$ cat config.mk
export PLATFORM = sky130hd
export DESIGN_NAME = led_scan_driver_flat
export DESIGN_NICKNAME = d
export VERILOG_FILES = /design/src/rtl/led_scan_driver_pkg.sv /design/src/rtl/led_scan_driver_if.sv /design/src/rtl/led_scan_driver_shift_out.sv /design/src/rtl/led_scan_driver.sv /design/src/flat_wrapper.sv
export SDC_FILE = /design/constraint.sdc
export NUM_CORES = 1
export LEC_CHECK = 0
export CORE_ASPECT_RATIO = 1.1
export CORE_MARGIN = 2
export CORE_UTILIZATION = 45
export DETAILED_ROUTE_END_ITERATION = 8
export HOLD_SLACK_MARGIN = 0.08
export PLACE_DENSITY_LB_ADDON = 0.15
export SYNTH_ARGS = -nofsm -noshare
export SYNTH_HDL_FRONTEND = slang
export SYNTH_SLANG_ARGS = --single-unit
$ cat constraint.sdc
create_clock -name clk -period 2.1 [get_ports clk]
set_input_delay 0.42 -clock clk [delete_from_list [all_inputs] [get_ports clk]]
set_output_delay 0.42 -clock clk [all_outputs]
set_load 0.05 [all_outputs]
$ cat src/rtl/led_scan_driver_pkg.sv
// Shared constants, frame type and scan-state encoding for the LED matrix scan driver.
package led_pkg;

   localparam int ROWS      = 8;
   localparam int COLS      = 8;
   localparam int BPP       = 3;
   localparam int ROW_BITS  = 24;
   localparam int WORD_BITS = 32;

   typedef logic [ROWS-1:0][ROW_BITS-1:0] frame_t;

   typedef enum logic [2:0] {
      ST_IDLE,
      ST_LOAD,
      ST_SHIFT,
      ST_LATCH,
      ST_DWELL
   } scan_state_e;

   // Serial word for one row: row-select one-hot in the top byte, pixel colors below.
   function automatic logic [WORD_BITS-1:0] row_word(input logic [2:0]          row,
                                                     input logic [ROW_BITS-1:0] color,
                                                     input logic                invert);
      logic [ROWS-1:0] onehot;
      onehot      = '0;
      onehot[row] = 1'b1;
      return {onehot, invert ? ~color : color};
   endfunction

endpackage

$ cat src/rtl/led_scan_driver_if.sv
// Frame handoff channel: a source offers a full frame, the scan driver accepts it when its pending buffer is free.
interface led_scan_driver_if;
   import led_pkg::*;

   frame_t frame_in;
   logic   frame_valid;
   logic   frame_ready;

   modport master (output frame_in, output frame_valid, input  frame_ready);
   modport slave  (input  frame_in, input  frame_valid, output frame_ready);

endinterface

$ cat src/rtl/led_scan_driver_shift_out.sv
// 32-bit parallel-load serializer: MSB first, each bit held for a low then a high sh_cp phase of CLK_DIV cycles.
module led_shift_out
   import led_pkg::*;
#(
   parameter int CLK_DIV = 4
) (
   input  logic                 clk,
   input  logic                 rst_n,
   input  logic                 start,
   input  logic [WORD_BITS-1:0] word,
   output logic                 done,
   output logic                 sh_cp,
   output logic                 ds
);

   localparam int             DW       = $clog2(CLK_DIV + 1);
   localparam logic [DW-1:0]  DIV_LAST = DW'(CLK_DIV - 1);

   logic [WORD_BITS-1:0] shreg;
   logic [4:0]           bit_cnt;
   logic [DW-1:0]        div_cnt;
   logic                 busy;

   assign ds = shreg[WORD_BITS-1];

   // Combinational so the FSM can raise st_cp on the same edge that ends the last high phase.
   assign done = busy && sh_cp && (div_cnt == DIV_LAST) && (bit_cnt == 5'd31);

   always_ff @(posedge clk or negedge rst_n) begin
      if (!rst_n) begin
         shreg   <= '0;
         bit_cnt <= '0;
         div_cnt <= '0;
         busy    <= 1'b0;
         sh_cp   <= 1'b0;
      end else if (start) begin
         shreg   <= word;
         bit_cnt <= '0;
         div_cnt <= '0;
         busy    <= 1'b1;
         sh_cp   <= 1'b0;
      end else if (busy) begin
         if (div_cnt == DIV_LAST) begin
            div_cnt <= '0;
            if (!sh_cp) begin
               sh_cp <= 1'b1;
            end else begin
               sh_cp <= 1'b0;
               if (bit_cnt == 5'd31) begin
                  busy <= 1'b0;
               end else begin
                  bit_cnt <= bit_cnt + 5'd1;
                  shreg   <= {shreg[WORD_BITS-2:0], 1'b0};
               end
            end
         end else begin
            div_cnt <= div_cnt + DW'(1);
         end
      end
   end

endmodule

$ cat src/rtl/led_scan_driver.sv
// Row-scanning driver for an 8x8 RGB matrix behind a 74HC595-style chain; double-buffered so frames swap only at the row-7 wrap.
module led_scan_driver
   import led_pkg::*;
#(
   parameter int CLK_DIV          = 4,
   parameter int DWELL            = 1000,
   parameter int COLOR_ACTIVE_LOW = 1
) (
   input  logic               clk,
   input  logic               rst_n,
   led_scan_driver_if.slave   fif,
   output logic               sh_cp,
   output logic               st_cp,
   output logic               ds,
   output logic [2:0]         row_idx,
   output logic               frame_done
);

   localparam int            CNT_MAX    = (CLK_DIV > DWELL) ? CLK_DIV : DWELL;
   localparam int            CW         = $clog2(CNT_MAX + 1);
   localparam logic [CW-1:0] LATCH_LAST = CW'(CLK_DIV - 1);
   localparam logic [CW-1:0] DWELL_LAST = CW'(DWELL - 1);

   scan_state_e          state;
   frame_t               active;
   frame_t               pending;
   logic                 pend_full;
   logic [CW-1:0]        cnt;
   logic                 start;
   logic                 shift_done;
   logic [WORD_BITS-1:0] word;
   logic                 capture;

   assign fif.frame_ready = ~pend_full;
   assign capture         = fif.frame_valid && !pend_full;
   assign start           = (state == ST_LOAD);
   assign word            = row_word(row_idx, active[row_idx], COLOR_ACTIVE_LOW != 0);

   led_shift_out #(.CLK_DIV(CLK_DIV)) u_shift (
      .clk   (clk),
      .rst_n (rst_n),
      .start (start),
      .word  (word),
      .done  (shift_done),
      .sh_cp (sh_cp),
      .ds    (ds)
   );

   // Capture and swap never coincide: capture needs pending empty, a swap needs it full.
   always_ff @(posedge clk or negedge rst_n) begin
      if (!rst_n) begin
         state      <= ST_IDLE;
         active     <= '0;
         pending    <= '0;
         pend_full  <= 1'b0;
         row_idx    <= 3'd0;
         st_cp      <= 1'b0;
         frame_done <= 1'b0;
         cnt        <= '0;
      end else begin
         frame_done <= 1'b0;
         if (capture) begin
            pending   <= fif.frame_in;
            pend_full <= 1'b1;
         end
         case (state)
            ST_IDLE: begin
               if (pend_full) begin
                  active    <= pending;
                  pend_full <= 1'b0;
                  row_idx   <= 3'd0;
                  state     <= ST_LOAD;
               end
            end
            ST_LOAD: begin
               state <= ST_SHIFT;
            end
            ST_SHIFT: begin
               if (shift_done) begin
                  st_cp <= 1'b1;
                  cnt   <= '0;
                  state <= ST_LATCH;
               end
            end
            ST_LATCH: begin
               if (cnt == LATCH_LAST) begin
                  st_cp <= 1'b0;
                  cnt   <= '0;
                  state <= ST_DWELL;
               end else begin
                  cnt <= cnt + CW'(1);
               end
            end
            ST_DWELL: begin
               if (cnt == DWELL_LAST) begin
                  cnt   <= '0;
                  state <= ST_LOAD;
                  if (row_idx != 3'd7) begin
                     row_idx <= row_idx + 3'd1;
                  end else begin
                     row_idx    <= 3'd0;
                     frame_done <= 1'b1;
                     if (pend_full) begin
                        active    <= pending;
                        pend_full <= 1'b0;
                     end
                  end
               end else begin
                  cnt <= cnt + CW'(1);
               end
            end
            default: state <= ST_IDLE;
         endcase
      end
   end

endmodule

$ cat src/flat_wrapper.sv
// flat-port wrapper written by rule: the top's interface ports become plain ports
module led_scan_driver_flat import led_pkg::*;
#(
   parameter int CLK_DIV          = 4,
   parameter int DWELL            = 1000,
   parameter int COLOR_ACTIVE_LOW = 1
)
  (clk, rst_n, sh_cp, st_cp, ds, row_idx, frame_done, fif_frame_in, fif_frame_valid, fif_frame_ready);
  led_scan_driver_if fif_i ();
  input  logic clk;
  input  logic rst_n;
  output logic sh_cp;
  output logic st_cp;
  output logic ds;
  output logic [2:0] row_idx;
  output logic frame_done;
  input wire logic [$bits(fif_i.frame_in)-1:0] fif_frame_in;
  input wire logic [$bits(fif_i.frame_valid)-1:0] fif_frame_valid;
  output wire logic [$bits(fif_i.frame_ready)-1:0] fif_frame_ready;
  assign fif_i.frame_in = fif_frame_in;
  assign fif_i.frame_valid = fif_frame_valid;
  assign fif_frame_ready = fif_i.frame_ready;
  led_scan_driver #(.CLK_DIV(CLK_DIV), .DWELL(DWELL), .COLOR_ACTIVE_LOW(COLOR_ACTIVE_LOW)) u_core (.clk(clk), .rst_n(rst_n), .fif(fif_i), .sh_cp(sh_cp), .st_cp(st_cp), .ds(ds), .row_idx(row_idx), .frame_done(frame_done));
endmodule
Word level (Yosys, flattened, before mapping):

Cells that the tools add are included.

* output and inout bits: 8
* input port bits: 195
* bits in registers: 445
* word-level logic and storage cells: 124

* muxes and demuxes: 54
* bitwise operators: 2
* add/subtract/negate cells: 4
* $lt $le $gt $ge: 2
* reduce and logical (&&, ||, !) cells: 20
* equal/unequal tests: 15

Operator list (count)
* 2-to-1 mux 192 bit: 3
* one-hot mux 192 bit (2 select lines): 1
* 2-to-1 mux 32 bit: 5
* binary-select mux 24 bit (select 3 bit): 1
* 2-to-1 mux 10 bit: 3
* 2-to-1 mux 3 bit: 10
* one-hot mux 10 bit (3 select lines): 1
* 2-to-1 mux 5 bit: 5
* 2-to-1 mux 24 bit: 1
* NOT 24 bit: 1
* 2-to-1 mux 1 bit: 19
* one-hot mux 3 bit (5 select lines): 1
* adder 10 x 1 -> 10 bit (second input constant): 1
* equality test 10 bit (second input constant): 1
* equality test 10 x 2 -> 1 bit (second input constant): 1
* != test 2 x 1 -> 1 bit (second input constant): 5
* nonzero test 2 bit: 5
* equality test 3 x 2 -> 1 bit (second input constant): 3
* AND reduction 3 bit: 3
* AND reduction 4 bit: 2
* adder 3 x 1 -> 3 bit (second input constant): 2
* one-hot mux 3 bit (2 select lines): 1
* adder 5 x 1 -> 5 bit (second input constant): 1
* equality test 5 bit (second input constant): 1
* other kinds (14): 20

Depth between registers and ports, before layout:

* depth in word-level cells: 7
* gate-level depth with buffers: 9
* mapped depth without buffers: 7

Modules after synthesis:

From an unflattened synthesis, not the netlist that was laid out.

* cells, all modules: 1355
* area, all modules: 19002.0 sq um

Modules (own cells, without submodules)
* led_scan_driver: cells an instance 1123, area each 16841.2 sq um, times used 1, seq. area each 10084.7 sq um
* led_shift_out: cells an instance 232, area each 2160.8 sq um, times used 1, seq. area each 1051.0 sq um

Worst setup path after synthesis:

OpenSTA, ideal clock, no wires.

* path kind: register to register
* start point: reg u_core.row_idx[0]
* end point: reg u_core.active[100] (netlist bit)
* data required time: 1.973 ns
* setup time: 0.127 ns
* period minus slack after synthesis: 2.216 ns
* path slack: -0.116 ns
* cell stages (with the launch flop): 8
* arrival: 2.088 ns
* path buffers: 2
* cell sequence: dfrtp_1 > ha_1 > ha_1 > nand4_2 > a21oi_2 > buf_8 > buf_8 > mux2_1

* cells in the longest elaborated chain, start to end: 3

Ends and longest elaborated chain
* start, declared: line led_scan_driver.sv:15 `output logic [2:0] row_idx,`
* start signal, assigned: line led_scan_driver.sv:99 `row_idx <= row_idx + 3'd1;`
* != test 3 bit: line led_scan_driver.sv:98 `if (row_idx != 3'd7) begin`
* != test 2 bit (no line)
* AND reduction 3 bit (no line)
* end signal, assigned: line led_scan_driver.sv:69 `active <= pending;`
* end signal, assigned: line led_scan_driver.sv:104 `active <= pending;`
* end, declared: line led_scan_driver.sv:25 `frame_t active;`

Every way passes these cells.
A chain may end at the register's enable or synchronous reset.

Final worst setup path:

* start point: reg u_core.cnt[1]
* end point: reg u_core.active[98] (netlist bit)

* cells in the longest elaborated chain, start to end: 3

Ends and longest elaborated chain
* start, declared: line led_scan_driver.sv:28 `logic [CW-1:0] cnt;`
* start signal, assigned: line led_scan_driver.sv:91 `cnt <= cnt + CW'(1);`
* start signal, assigned: line led_scan_driver.sv:109 `cnt <= cnt + CW'(1);`
* equality test 10 bit: line led_scan_driver.sv:95 `if (cnt == DWELL_LAST) begin`
* != test 2 x 1 -> 1 bit (no line)
* AND reduction 3 bit (no line)

Every way passes these cells.

==> results.yml <==
synthesis:
  post-synth-top-count-cell: "dfrtp_1"
  synth-xor-area-share_pct: 0.0931
  synth_compound_area_share_pct: 5.92
  ys_ff_latch: 445
  syn_area_mm2: 0.0188
  synth_fp_nets: 1514
  synth_edf_count: 0
  synth_top_family_by_area: "multiplexers"
  ys_top_cells_by_area: "dfrtp_1 59%, mux2_2 16%, mux2_1 9.1%, o22ai_1 1.3%, mux4_2 1.2%"
  synthMuxAreaShare_pct: 26.8
  synthAdderAreaFrac_pct: 0.399
  seq_area_frac_synth_pct: 59.2
  synthSimpleGateAreaFrac_pct: 4.53
  yosysWarnings: 0
  syn_inst: 1313
  ys_top_cells_by_count: "445 x dfrtp_1, 262 x mux2_2, 152 x mux2_1"
  synth_largest_area_cell: "dfrtp_1"
  yosysUniqueCellTypes: 55
  synthArstFlopShare_pct: 100
  syn_avg_cell_area_um2: 14.3
  ys.flop_type: "dfrtp_1"
  synth_top_area_share_pct: 59.2
die:
  die_area_mm2: 0.0435
  coreArea_mm2: 0.0413
  die_w_um: 199
  initial_core_util_pct: 45.6
  std_cell_rows: 78
  die_y_um: 218
  ios: 203
timing:
  whs_ps: 345
  setup-violations-final: 30
  worst_slew_pin_slew_ps: 500
  hold_violations: 0
  fin_crit_sh_pct: 101
  period_minus_slack_ps: 2110
  fin_skew_ps: 18.6
  max_freq_mhz: 474
  slew_headroom_pct: 66.7
  setup_ws_ps: -10.6
  rsz0062_at_grt: "true"
  fin_tns_setup_ps: -119
  slew_violations: 0
global_route:
  grt_pass1_wl_um: 70700
  grt.total_usage_pct: 21.4
  grt_antenna_before_repair: 1
  grt_max_degree: 69
  overflow: 0
  grt_pass1_vias: 12200
setup_path:
  r2r_start: "u_core.cnt[1]$_DFFE_PN0P_"
  critical_path_required_ps: 2560
  worstSetupPathType: "flop to flop"
  cp-start-kind: "flop"
  cp.arrival_ps: 2570
  cp_max_fo: 9
  timing.critical_path.from: "u_core.cnt[1]$_DFFE_PN0P_"
  cp-end-kind: "flop"
clocking:
  root_buffer: "clkbuf_16"
  cts_max_level: 2
  path_clk_slew_ps: 60
  cts_buffer_depth: 3
  cts_tree: "built"
  clock_latency_ps: 580
  numCtsBuffers: 47
  clock-sinks: 445
route:
  drtPass1Iterations: 6
  vias_per_cell: 5.39
  drt-total-wl_um: 47200
  drc: 0
  routedWlPerCell_um: 21.6
  dr_total_vias: 11800
  initialDrtViolationCount: 554
  ant_nets: 0
placed_design:
  dpl_cell_area_mm2: 0.0222
  routabilityCongestion: 0.805
  place_hpwl_um: 32300
  io_buffer_count: 202
power_and_ir_drop:
  p_int_mw: 27.1
  pwr-share-clk_pct: 22.8
  switchingPower_mw: 11.4
  swShare_pct: 29.6
  combPwrFrac_pct: 37.3
  p_per_area_mw_per_mm2: 1560
  ir_drop_mv: 0.756
  p_seq_share_pct: 40.0
  p_leak_nw: 10.5
  p_total_mw: 38.5
finish:
  syn_to_final_growth_pct: 31.3
  drive_gt1_share_pct: 37.1
  finalNetCount: 1791
  fin_util_pct: 59.8
  regArea_mm2: 0.0111
  postLayoutCellArea_mm2: 0.0247
  multiInputGateArea_mm2: 0.00759
  nFillCells: 3312
run:
  maxCapViolCount: 0
outcome:
  status: "finished with violations"
  violations: "negative setup slack"
worst_hold_path:
  min_path_type: "input port to asynchronous set/reset pin"
==> final timing paths <==
check | endpoint | slack (ps) | cells after the start
min | u_core.pending[71]$_DFFE_PN0P_ | 340 | 2
max in group asynchronous | u_core.u_shift.shreg[14]$_DFFE_PN0P_ | 990 | 3
min in group clk | u_core.pending[148]$_DFFE_PN0P_ | 450 | 2
max | u_core.active[98]$_DFFE_PN0P_ | -10 | 8
min reg2reg | u_core.active[54]$_DFFE_PN0P_ | 480 | 1
max reg2reg | u_core.active[98]$_DFFE_PN0P_ | -10 | 8
==> routing by layer <==
metal,global-route usage [%],vias to the layer above,share of wire (%)
met5,0,-,0
met1,29.9,6076,46
met3,3.41,56,4.3
met2,34.6,280,47
met4,6.52,0,2.2
li1,-,5370,-
==> final cells by class <==
| class | instances | area share (%) |
|---|---|---|
| flip-flops and latches | 445 | 45.1 |
| multi-input cells | 774 | 30.7 |
| repair buffers | 314 | 14.5 |
| clock buffers | 71 | 5.82 |
| well taps | 560 | 2.84 |
| clock inverters | 14 | 0.861 |
| inverters | 8 | 0.122 |
| diodes | 1 | 0.0101 |
==> through the flow <==
stage               instances  worst slack (ps)
global placement         2083              13.0
floorplan                1313              33.4
finish                   2187             -10.6
CTS                      2171              3.00
detailed placement       2083             -11.3
global route             2187             -89.2
==> power groups by stage <==
stage               Clock [mW]  Combinational [mW]  Sequential [mW]
floorplan                    0                8.53             14.5
global placement             0                11.5             15.2
detailed placement           0                11.7             15.4
CTS                       8.96                11.8             15.2
global route              9.33                15.4             15.9
finish                    8.76                14.3             15.4
==> cell families (layout without fill, tap and decap cells) <==
group / Yosys count / after routing
AO/OA/AOI/OAI: 161 / 161
XOR/XNOR: 2 / 2
adder cells (fa/ha/maj): 6 / 6
buffers and inverters: 94 / 407
flip-flops: 445 / 445
multiplexers: 439 / 439
other: 0 / 1
AND/OR/NAND/NOR: 166 / 166
==> timing repair <==
action / 4_1_cts / 5_1_grt
hold endpoints to repair: 30 / 0
gates resized for setup: 1 / 139
setup endpoints to repair: 101 / 197
hold buffers: 1 / 0
setup buffers: 3 / 4
gates cloned: 0 / 11
pin swaps: 2 / 2
==> placed cells by master (no fill, tap or decap), types with 5 or more instances in the layout <==
cell type / instances
mux2_2: 242
a31oi_1: 6
o221a_2: 12
nand3_1: 19
ha_1: 5
or3_1: 8
mux2_4: 121
clkbuf_1: 8
inv_1: 7
a2bb2oi_1: 5
clkinv_2: 6
o221ai_1: 10
a211oi_1: 13
buf_4: 60
nand2_1: 44
mux4_2: 10
o22ai_1: 38
bufinv_16: 5
nand2b_1: 9
nor2_1: 29
o21ai_0: 32
clkbuf_8: 15
and3_1: 5
mux2_1: 51
mux2i_1: 15
clkdlybuf4s50_1: 193
dfrtp_1: 442
clkbuf_16: 59
buf_12: 38
nor3_1: 20
a21oi_1: 20
buf_8: 5
nor2b_1: 5
==> flip-flops by register name, indices dropped and copies added (netlist names) <==
| register | flops |
|---|---|
| u_core.pend_full | 1 |
| u_core.u_shift.sh_cp | 1 |
| u_core.st_cp | 1 |
| u_core.state | 3 |
| u_core.pending | 192 |
| u_core.row_idx | 3 |
| u_core.u_shift.bit_cnt | 5 |
| u_core.active | 192 |
| u_core.u_shift.busy | 1 |
| u_core.cnt | 10 |
| u_core.u_shift.div_cnt | 3 |
| u_core.frame_done | 1 |
| u_core.u_shift.shreg | 32 |
==> critical path: stages (launching register included) <==
cell and delay [ps]:
dfrtp_1 370, ha_2 180, nor3b_4 230, nand4_2 170, a21oi_4 200, buf_12 150, buf_16 180, clkbuf_16 190
mux2_4 300
(Power assumes the default switching activity.)
